<file path="src/rtl/lut_neuron_pkg.sv">
// Shared types and sizing for the runtime-programmable truth-table neuron.
package lut_neuron_pkg;

  typedef enum logic [1:0] {
    CLEAR = 2'd0,
    RUN   = 2'd1,
    DRAIN = 2'd2
  } state_t;

  localparam int DEF_IN_BITS  = 7;
  localparam int DEF_OUT_BITS = 2;
  localparam int DEPTH        = 1 << DEF_IN_BITS;

  function automatic int table_depth(input int in_bits);
    return 1 << in_bits;
  endfunction

endpackage

</file>
<file path="src/rtl/lut_table_ram.sv">
// Truth-table storage: one write port, one enabled read port, registered read-first output.
// Read data only changes when re is high, so a stalled consumer sees a stable value.
module lut_table_ram
  import lut_neuron_pkg::*;
#(
  parameter int ADDR_W = DEF_IN_BITS,
  parameter int DATA_W = DEF_OUT_BITS
) (
  input  logic              clk,
  input  logic              rst,
  input  logic              we,
  input  logic [ADDR_W-1:0] waddr,
  input  logic [DATA_W-1:0] wdata,
  input  logic              re,
  input  logic [ADDR_W-1:0] raddr,
  output logic [DATA_W-1:0] rdata
);

  localparam int NUM_ENTRIES = table_depth(ADDR_W);

  (* rom_style = "distributed" *) logic [DATA_W-1:0] mem [NUM_ENTRIES];

  // Contents are deliberately not reset; the owner sweeps them instead.
  always_ff @(posedge clk) begin
    if (we) begin
      mem[waddr] <= wdata;
    end
  end

  // Same-edge write to raddr returns the old word because both updates are non-blocking.
  always_ff @(posedge clk) begin
    if (rst) begin
      rdata <= '0;
    end else if (re) begin
      rdata <= mem[raddr];
    end
  end

endmodule

</file>
<file path="src/rtl/lut_neuron_rt.sv">
// Runtime-programmable truth-table neuron: 2-stage valid/ready lookup, config port, self-clearing table.
// Result appears two edges after the input is presented; output holds while out_ready is low.
module lut_neuron_rt
  import lut_neuron_pkg::*;
#(
  parameter int                  IN_BITS     = DEF_IN_BITS,
  parameter int                  OUT_BITS    = DEF_OUT_BITS,
  parameter logic [OUT_BITS-1:0] DEFAULT_OUT = '0
) (
  input  logic                clk,
  input  logic                rst,
  input  logic                cfg_we,
  input  logic [IN_BITS-1:0]  cfg_addr,
  input  logic [OUT_BITS-1:0] cfg_data,
  input  logic                cfg_clear,
  output logic                cfg_ready,
  output logic                busy,
  input  logic                in_valid,
  output logic                in_ready,
  input  logic [IN_BITS-1:0]  in_data,
  output logic                out_valid,
  input  logic                out_ready,
  output logic [OUT_BITS-1:0] out_data
);

  localparam logic [IN_BITS-1:0] LAST_ADDR = '1;

  state_t               state;
  logic [IN_BITS-1:0]   sweep_cnt;
  logic                 s1_valid;
  logic [IN_BITS-1:0]   s1_addr;

  logic                 s2_load;
  logic                 s1_adv;
  logic                 accept;
  logic                 tbl_we;
  logic [IN_BITS-1:0]   tbl_waddr;
  logic [OUT_BITS-1:0]  tbl_wdata;
  logic                 tbl_re;

  assign s2_load   = !out_valid || out_ready;
  assign s1_adv    = !s1_valid || s2_load;
  assign in_ready  = !rst && (state == RUN) && s1_adv;
  assign cfg_ready = !rst && (state == RUN) && !cfg_clear;
  assign accept    = in_valid && in_ready;

  // The sweep owns the write port in CLEAR; cfg_ready already folds in clear priority.
  assign tbl_we    = !rst && ((state == CLEAR) || (cfg_we && cfg_ready));
  assign tbl_waddr = (state == CLEAR) ? sweep_cnt : cfg_addr;
  assign tbl_wdata = (state == CLEAR) ? DEFAULT_OUT : cfg_data;
  assign tbl_re    = s2_load && s1_valid;

  always_ff @(posedge clk) begin
    if (rst) begin
      state     <= CLEAR;
      sweep_cnt <= '0;
      busy      <= 1'b1;
    end else begin
      case (state)
        CLEAR: begin
          sweep_cnt <= sweep_cnt + 1'b1;
          if (sweep_cnt == LAST_ADDR) begin
            state <= RUN;
            busy  <= 1'b0;
          end
        end
        RUN: begin
          if (cfg_clear) begin
            state <= DRAIN;
            busy  <= 1'b1;
          end
        end
        DRAIN: begin
          if (!s1_valid && !out_valid) begin
            state     <= CLEAR;
            sweep_cnt <= '0;
          end
        end
        default: begin
          state     <= CLEAR;
          sweep_cnt <= '0;
          busy      <= 1'b1;
        end
      endcase
    end
  end

  always_ff @(posedge clk) begin
    if (rst) begin
      s1_valid  <= 1'b0;
      s1_addr   <= '0;
      out_valid <= 1'b0;
    end else begin
      if (s1_adv) begin
        s1_valid <= accept;
        if (accept) begin
          s1_addr <= in_data;
        end
      end
      if (s2_load) begin
        out_valid <= s1_valid;
      end
    end
  end

  lut_table_ram #(
    .ADDR_W (IN_BITS),
    .DATA_W (OUT_BITS)
  ) u_table (
    .clk   (clk),
    .rst   (rst),
    .we    (tbl_we),
    .waddr (tbl_waddr),
    .wdata (tbl_wdata),
    .re    (tbl_re),
    .raddr (s1_addr),
    .rdata (out_data)
  );

endmodule

</file>
<file path="config.mk">
export PLATFORM = sky130hd
export DESIGN_NAME = lut_neuron_rt
export DESIGN_NICKNAME = d
export VERILOG_FILES = /design/src/rtl/lut_neuron_pkg.sv /design/src/rtl/lut_table_ram.sv /design/src/rtl/lut_neuron_rt.sv
export SDC_FILE = /design/constraint.sdc
export NUM_CORES = 1
export LEC_CHECK = 0
export ABC_AREA = 0
export CORE_ASPECT_RATIO = 1.75
export CORE_UTILIZATION = 60
export CTS_BUF_LIST = sky130_fd_sc_hd__clkbuf_4
export DETAILED_ROUTE_END_ITERATION = 8
export HOLD_SLACK_MARGIN = 0.12
export PLACE_DENSITY = 0.78
export SETUP_SLACK_MARGIN = 0.2
export SYNTH_ARGS = -nofsm -noshare
export SYNTH_HDL_FRONTEND = slang
export SYNTH_SLANG_ARGS = --single-unit
</file>
<file path="constraint.sdc">
create_clock -name clk -period 4.6 [get_ports clk]
set_input_delay 0.92 -clock clk [delete_from_list [all_inputs] [get_ports clk]]
set_output_delay 0.92 -clock clk [all_outputs]
set_load 0.05 [all_outputs]
</file>
Word level (Yosys, flattened, before mapping)
Memories as Yosys holds them, arrays and structs flattened. A register that Yosys moved wholly into a read port is not among the register bits.
Cells that the tools add are included.
{"block": "word_totals", "reg_bits": 19, "ramBits": 256, "in_bits": 22, "output_inout_bits": 6, "n_memories": 1}
{"block": "classes", "addsub": 1, "eq_ne": 6, "n_mux": 13, "bitwise": 2, "reduce_logical": 20}
{"name": "u_table.mem", "words": 128, "width": 2, "rd": 1, "rd_ports_with_merged_regs": 1, "write_ports": 1, "line": "lut_table_ram.sv:21", "rtl": "(* rom_style = \"distributed\" *) logic [DATA_W-1:0] mem [NUM_ENTRIES];"}
{"cell": "7-bit case mux with 3 select lines", "n": 1}
{"cell": "7-bit two-way mux", "n": 2}
{"cell": "1-bit logical AND", "n": 8}
{"cell": "2-bit two-way mux", "n": 4}
{"cell": "7-bit by 1-bit adder with 7-bit output, second input constant", "n": 1}
{"cell": "7-bit == test, second input constant", "n": 1}
{"cell": "2-bit case mux with 3 select lines", "n": 1}
{"cell": "3-bit AND reduction", "n": 2}
{"cell": "1-bit logical NOT", "n": 4}
{"cell": "1-bit two-way mux", "n": 4}
{"cell": "2-bit != test, second input constant", "n": 2}
{"cell": "2-bit AND reduction", "n": 2}
{"cell": "1-bit logical OR", "n": 3}
{"cell": "1-bit case mux with 3 select lines", "n": 1}
{"cell": "2-bit by 1-bit == test with 1-bit output, second input constant", "n": 1}
{"cell": "2-bit == test, second input constant", "n": 1}
{"cell": "2-bit logical NOT", "n": 1}
{"cell": "2-bit by 1-bit != test with 1-bit output, second input constant", "n": 1}
{"cell": "1-bit inverter", "n": 2}

Longest topological paths before layout
{"block": "depth", "word_depth": 8, "mapped_depth": 10, "mapped_depth_nobuf": 7}

Hierarchy
From an unflattened synthesis, not the netlist that was laid out.
{"block": "unflattened", "cells_unflattened": 759, "hier_area_um2": 11785.1}
{"module": "lut_table_ram", "n_inst": 1, "cells_per_inst": 656, "area_each_um2": 10802.9}
{"module": "lut_neuron_rt", "n_inst": 1, "cells_per_inst": 103, "area_each_um2": 982.2}

Worst setup path before layout
No wires, ideal clock.
{"block": "synth_timing", "path_type": "reg2reg", "start": "reg state[1]", "end": "mem u_table.mem[0][0] (netlist bit) (data pin)", "arrival_ps": 3011, "t_required_ps": 4066, "setup_slack_ps": 1056, "stages_incl_launch_ff": 7, "synth_period_minus_slack_ps": 3544, "path_cell_list": "dfxtp_1 buf_2 or2_2 clkbuf_1 clkbuf_1 clkbuf_1 and2_1"}
{"block": "synth_via", "elab_chain_len": 2}
{"item": "start: declaration", "line": "lut_neuron_rt.sv:28", "rtl": "state_t state;"}
{"item": "start signal: assignment", "line": "lut_neuron_rt.sv:55", "rtl": "state <= CLEAR;"}
{"item": "start signal: assignment", "line": "lut_neuron_rt.sv:63", "rtl": "state <= RUN;"}
{"item": "start signal: assignment", "line": "lut_neuron_rt.sv:69", "rtl": "state <= DRAIN;"}
{"item": "2-bit logical NOT", "line": "lut_neuron_rt.sv:50", "rtl": "assign tbl_wdata = (state == CLEAR) ? DEFAULT_OUT : cfg_data;"}
{"item": "2-bit two-way mux", "line": "lut_neuron_rt.sv:50"}
{"item": "named net tbl_wdata[0]", "line": "lut_neuron_rt.sv:38", "rtl": "logic [OUT_BITS-1:0] tbl_wdata;"}
{"item": "end: declaration", "line": "lut_table_ram.sv:21"}
The timed path passes the listed nets, and every way through them passes these cells.

Worst setup path in the final report
{"block": "layout_timing", "start": "in rst", "end": "out cfg_ready"}
{"block": "layout_via", "elab_chain_len": 3}
{"item": "start: declaration", "line": "lut_neuron_rt.sv:11", "rtl": "input logic rst,"}
{"item": "1-bit logical NOT", "line": "lut_neuron_rt.sv:44", "rtl": "assign cfg_ready = !rst && (state == RUN) && !cfg_clear;"}
{"item": "1-bit logical AND (2 in a row)", "line": "lut_neuron_rt.sv:44"}
{"item": "end: declaration", "line": "lut_neuron_rt.sv:16", "rtl": "output logic cfg_ready,"}
Every way passes these cells.

==> summary.md <==
| Metric | Value |
|---|---|
| Layout cell share with drive strength beyond 1 | 14.5% |
| Netlist Area Pre-Place | about 0.012 mm^2 |
| Syn_area_per_cell | 14.3 um^2 |
| Final Skew | about 0.025 ns |
| Total GRT Usage | 27.0% |
| Syn. warnings | 0 |
| Reg area | 0.00811 mm^2 |
| Largest family of logic cells by synthesized area | multiplexers |
| Final HPWL DP | 16,600 um |
| Die ar. | 0.0201 mm^2 |
| Fill cell count | 1,364 |
| Status | complete, no violations |
| RSZ-0062 raised after global routing | no |
| CTS tree | yes |
| Most frequent cells in the layout | edfxtp_1 (256), nor2_1 (149), mux2i_1 (85) |
| Slowest cell on the critical path | clkdlybuf4s50_1 |
| Number of H-tree levels | 2 |
| DP Area | 0.0121 mm^2 |
| Synth Area in Compound Gates | 5.22% |
| GPL Wtd Cong | 0.796 |
| Combinational share of power | 1.5% |
| First-pass GRT wire length | around 40,000 um |
| Critical path class | input pin to output port |
| Routed WL per cell | 22.6 um |
| Min-Delay Path Class | flip-flop to flip-flop |
| Final Critical Period | 3.62 ns |
| Sw power | 0.932 mW |
| Worst rel slew slack | 22.2% |
| Clock root cell | clkbuf_4 |
| Crit path max-delay family | buffers and inverters |
| Largest cells by area after synthesis | edfxtp_1 (66%), mux2i_1 (7.3%), mux4_2 (5.0%), nor2_1 (4.8%), dfxtp_1 (3.6%) |
| Sequential share of power | roughly three fifths |
| Hold_buf cts | 0 |
| Initial antenna violation count | 1 |
| Endpoints failing setup | 0 |
| Internal power | 3.61 mW |
| Netlist cell types | 43 |
| Setup crit end kind | output port |
| Peak per-stage delay on the critical path | 0.83 ns |
| Cell mode on critical path | clkdlybuf4s50_1 |
| Post-Synth Simple-Gate Area | 11.1% |
| Peak supply drop | 0.000245 V |
| WP data required | 3.68 ns |
| Crit-path cells | clkdlybuf4s50_1 > nor3_1 > clkdlybuf4s50_1 |
| Clk_lat worst skew | 0.68 ns |
| Mux contribution to synthesized area | 12.3% |
| Startpoint Class | input pin |
| Primary FF master, synth | edfxtp_1 |
| Achievable Freq | between 0.2 and 0.3 GHz |
| I/O pin cnt | 28 |
| # Post-CTS Setup Buffers | 0 |
| Max-cap violations | 0 |
| Post-cts resize count | 0 |
| Via Count | around 7,300 |
| Setup TNS | 0 ns |
| Site row count | 67 |
| Leak pwr | 3.88 nW |
| Number of synthesized register bits | 277 |
| Total gr overflow | 0 |
| Sw Ratio | 20.5% |
| Remaining DRCs | 0 |
| Initial Util | 61.3% |
| Core Area | 0.0191 mm^2 |
| Routed WL | 26,100 um |
| Cells after synthesis | 822 |
| Pwr Density | 353 mW/mm^2 |
| Largest net degree at the start of global routing | 64 |
| Post-layout net count | 894 |
| Clock share of power | 38.6% |
| Register area share after synthesis | 69.2% |
| Worst-path fanout max | 14 |
| Multi-input gate area | 0.00336 mm^2 |
| Die W | 108 um |
| CTS buffer count | 57 |
| Clk slew on worst S/H paths | 0.07 ns |
| Vias per cell | 6.33 |
| Initial DRC count | 669 |
| Post-Synth XOR/XNOR Area | 0% |
| Yosys top cell by area | edfxtp_1 |
| Crit path buffers/inverters | 2 |
| Share of the synthesized area in the top cell type | 65.6% |
| Async SR Flop Fraction | 0% |
| EDFF count, synth | 256 |
| Fin crit share | 78.6% |
| Most common cell after layout, fill and taps aside | edfxtp_1 |
| Arr. time, crit path | 2.70 ns |
| Number of global-route vias before repair | 7,731 |
| Iteration count of the initial detailed-routing pass | 6 |
| Die Y | roughly 190 um |
| Synthesized net count | 845 |
| Clock sinks | 277 |
| Post-Synth Adder-Cell Area | less than 1% |
| Antenna viol nets, final | 0 |
| Final hold vios | 0 |
| P&R area growth vs syn | 9.69% |
| Slew @ Worst Pin | 1.17 ns |
| Min Hold Slack | about 0.48 ns |
| CTS max path bufs | 3 |
| Buffers added on ports | 27 |
| Fin. max-slew vios | 0 |
| Finished Cell Area | 0.0129 mm^2 |
[worst register-to-register path, delay by kind of cell, from the launching register on]
kind	cells	cell delay [ns]
compound gates	2	0.70
buf+inv	1	0.42
flops	1	0.75
simple gates	4	1.08
[synth_stat cells, drive strengths merged, types with 4 or more instances]
library cell / count
nor2b: 8
nand2b: 6
mux2i: 85
a22oi: 23
a211oi: 4
nand3: 24
mux4: 26
buf: 26
and2: 5
nand2: 63
a221oi: 14
clkbuf: 21
a21oi: 24
nand4: 4
nor2: 149
nand3b: 15
nor3: 5
o21ai: 11
edfxtp: 256
dfxtp: 21
[final timing paths]
| kind | start | endpoint | slack, ns | cells past startpoint |
|---|---|---|---|---|
| max | rst | cfg_ready | 0.98 | 3 |
| min | s1_addr[3]$_SDFFE_PP0P_ | s1_addr[3]$_SDFFE_PP0P_ | 0.48 | 2 |
| min reg2reg | s1_addr[3]$_SDFFE_PP0P_ | s1_addr[3]$_SDFFE_PP0P_ | 0.48 | 2 |
| max reg2reg | s1_addr[0]$_SDFFE_PP0P_ | u_table.rdata[1]$_SDFFE_PP0P_ | 1.52 | 7 |
[layer usage]
metal	vias to the layer above	wire [um]	GRT usage, %
met3	98	1540	4.56
met1	3633	8830	29.3
li1	3251	-	-
met4	0	1550	17.0
met5	-	0	0
met2	329	14200	47.8
[logic make-up (layout without fill, tap and decap cells)]
family	after synthesis	count (layout)
AOI/OAI and AO/OA	90	90
adders and majority gates	1	1
buffers and inverters	50	141
DFF	277	277
muxes	111	111
other	0	1
and+or+nand+nor	293	293
[metrics by stage]
stage | std cells | worst slack, ns | power (mW) | utilization [%]
2_1_floorplan | 822 | 1.06 | 2.80 | -
3_3_place_gp | 1053 | 0.937 | 2.84 | 63.5
3_5_place_dp | 1053 | 0.945 | 2.84 | 63.5
4_1_cts | 1154 | 0.972 | 4.56 | 67.3
5_1_grt | 1155 | 0.880 | 4.68 | 67.3
6_report | 1155 | 0.985 | 4.54 | 67.3
[power by group through the flow]
stage	logic (mW)	registers (mW)	clock network, mW
global route	0.0744	2.71	1.89
finish	0.0699	2.72	1.75
floorplan	0.0311	2.77	0
CTS	0.0699	2.72	1.78
detailed placement	0.0697	2.77	0
global placement	0.0669	2.77	0
[state kept, by name, indices dropped and copies added (netlist names)]
name           cells
busy               1
out_valid          1
s1_addr            7
s1_valid           1
state              2
sweep_cnt          7
u_table.mem      256
u_table.rdata      2
[cell type report]
| class | count | share of cell area (%) |
|---|---|---|
| inverters | 3 | 0.0876 |
| multi-input cells | 495 | 26.1 |
| clock buffers | 81 | 4.73 |
| repair buffers | 37 | 2.76 |
| flip-flops and latches | 277 | 63.1 |
| diodes | 1 | 0.0195 |
| well taps | 241 | 2.35 |
| clock inverters | 20 | 0.827 |
Note: power is estimated with default switching activity, not from simulation.
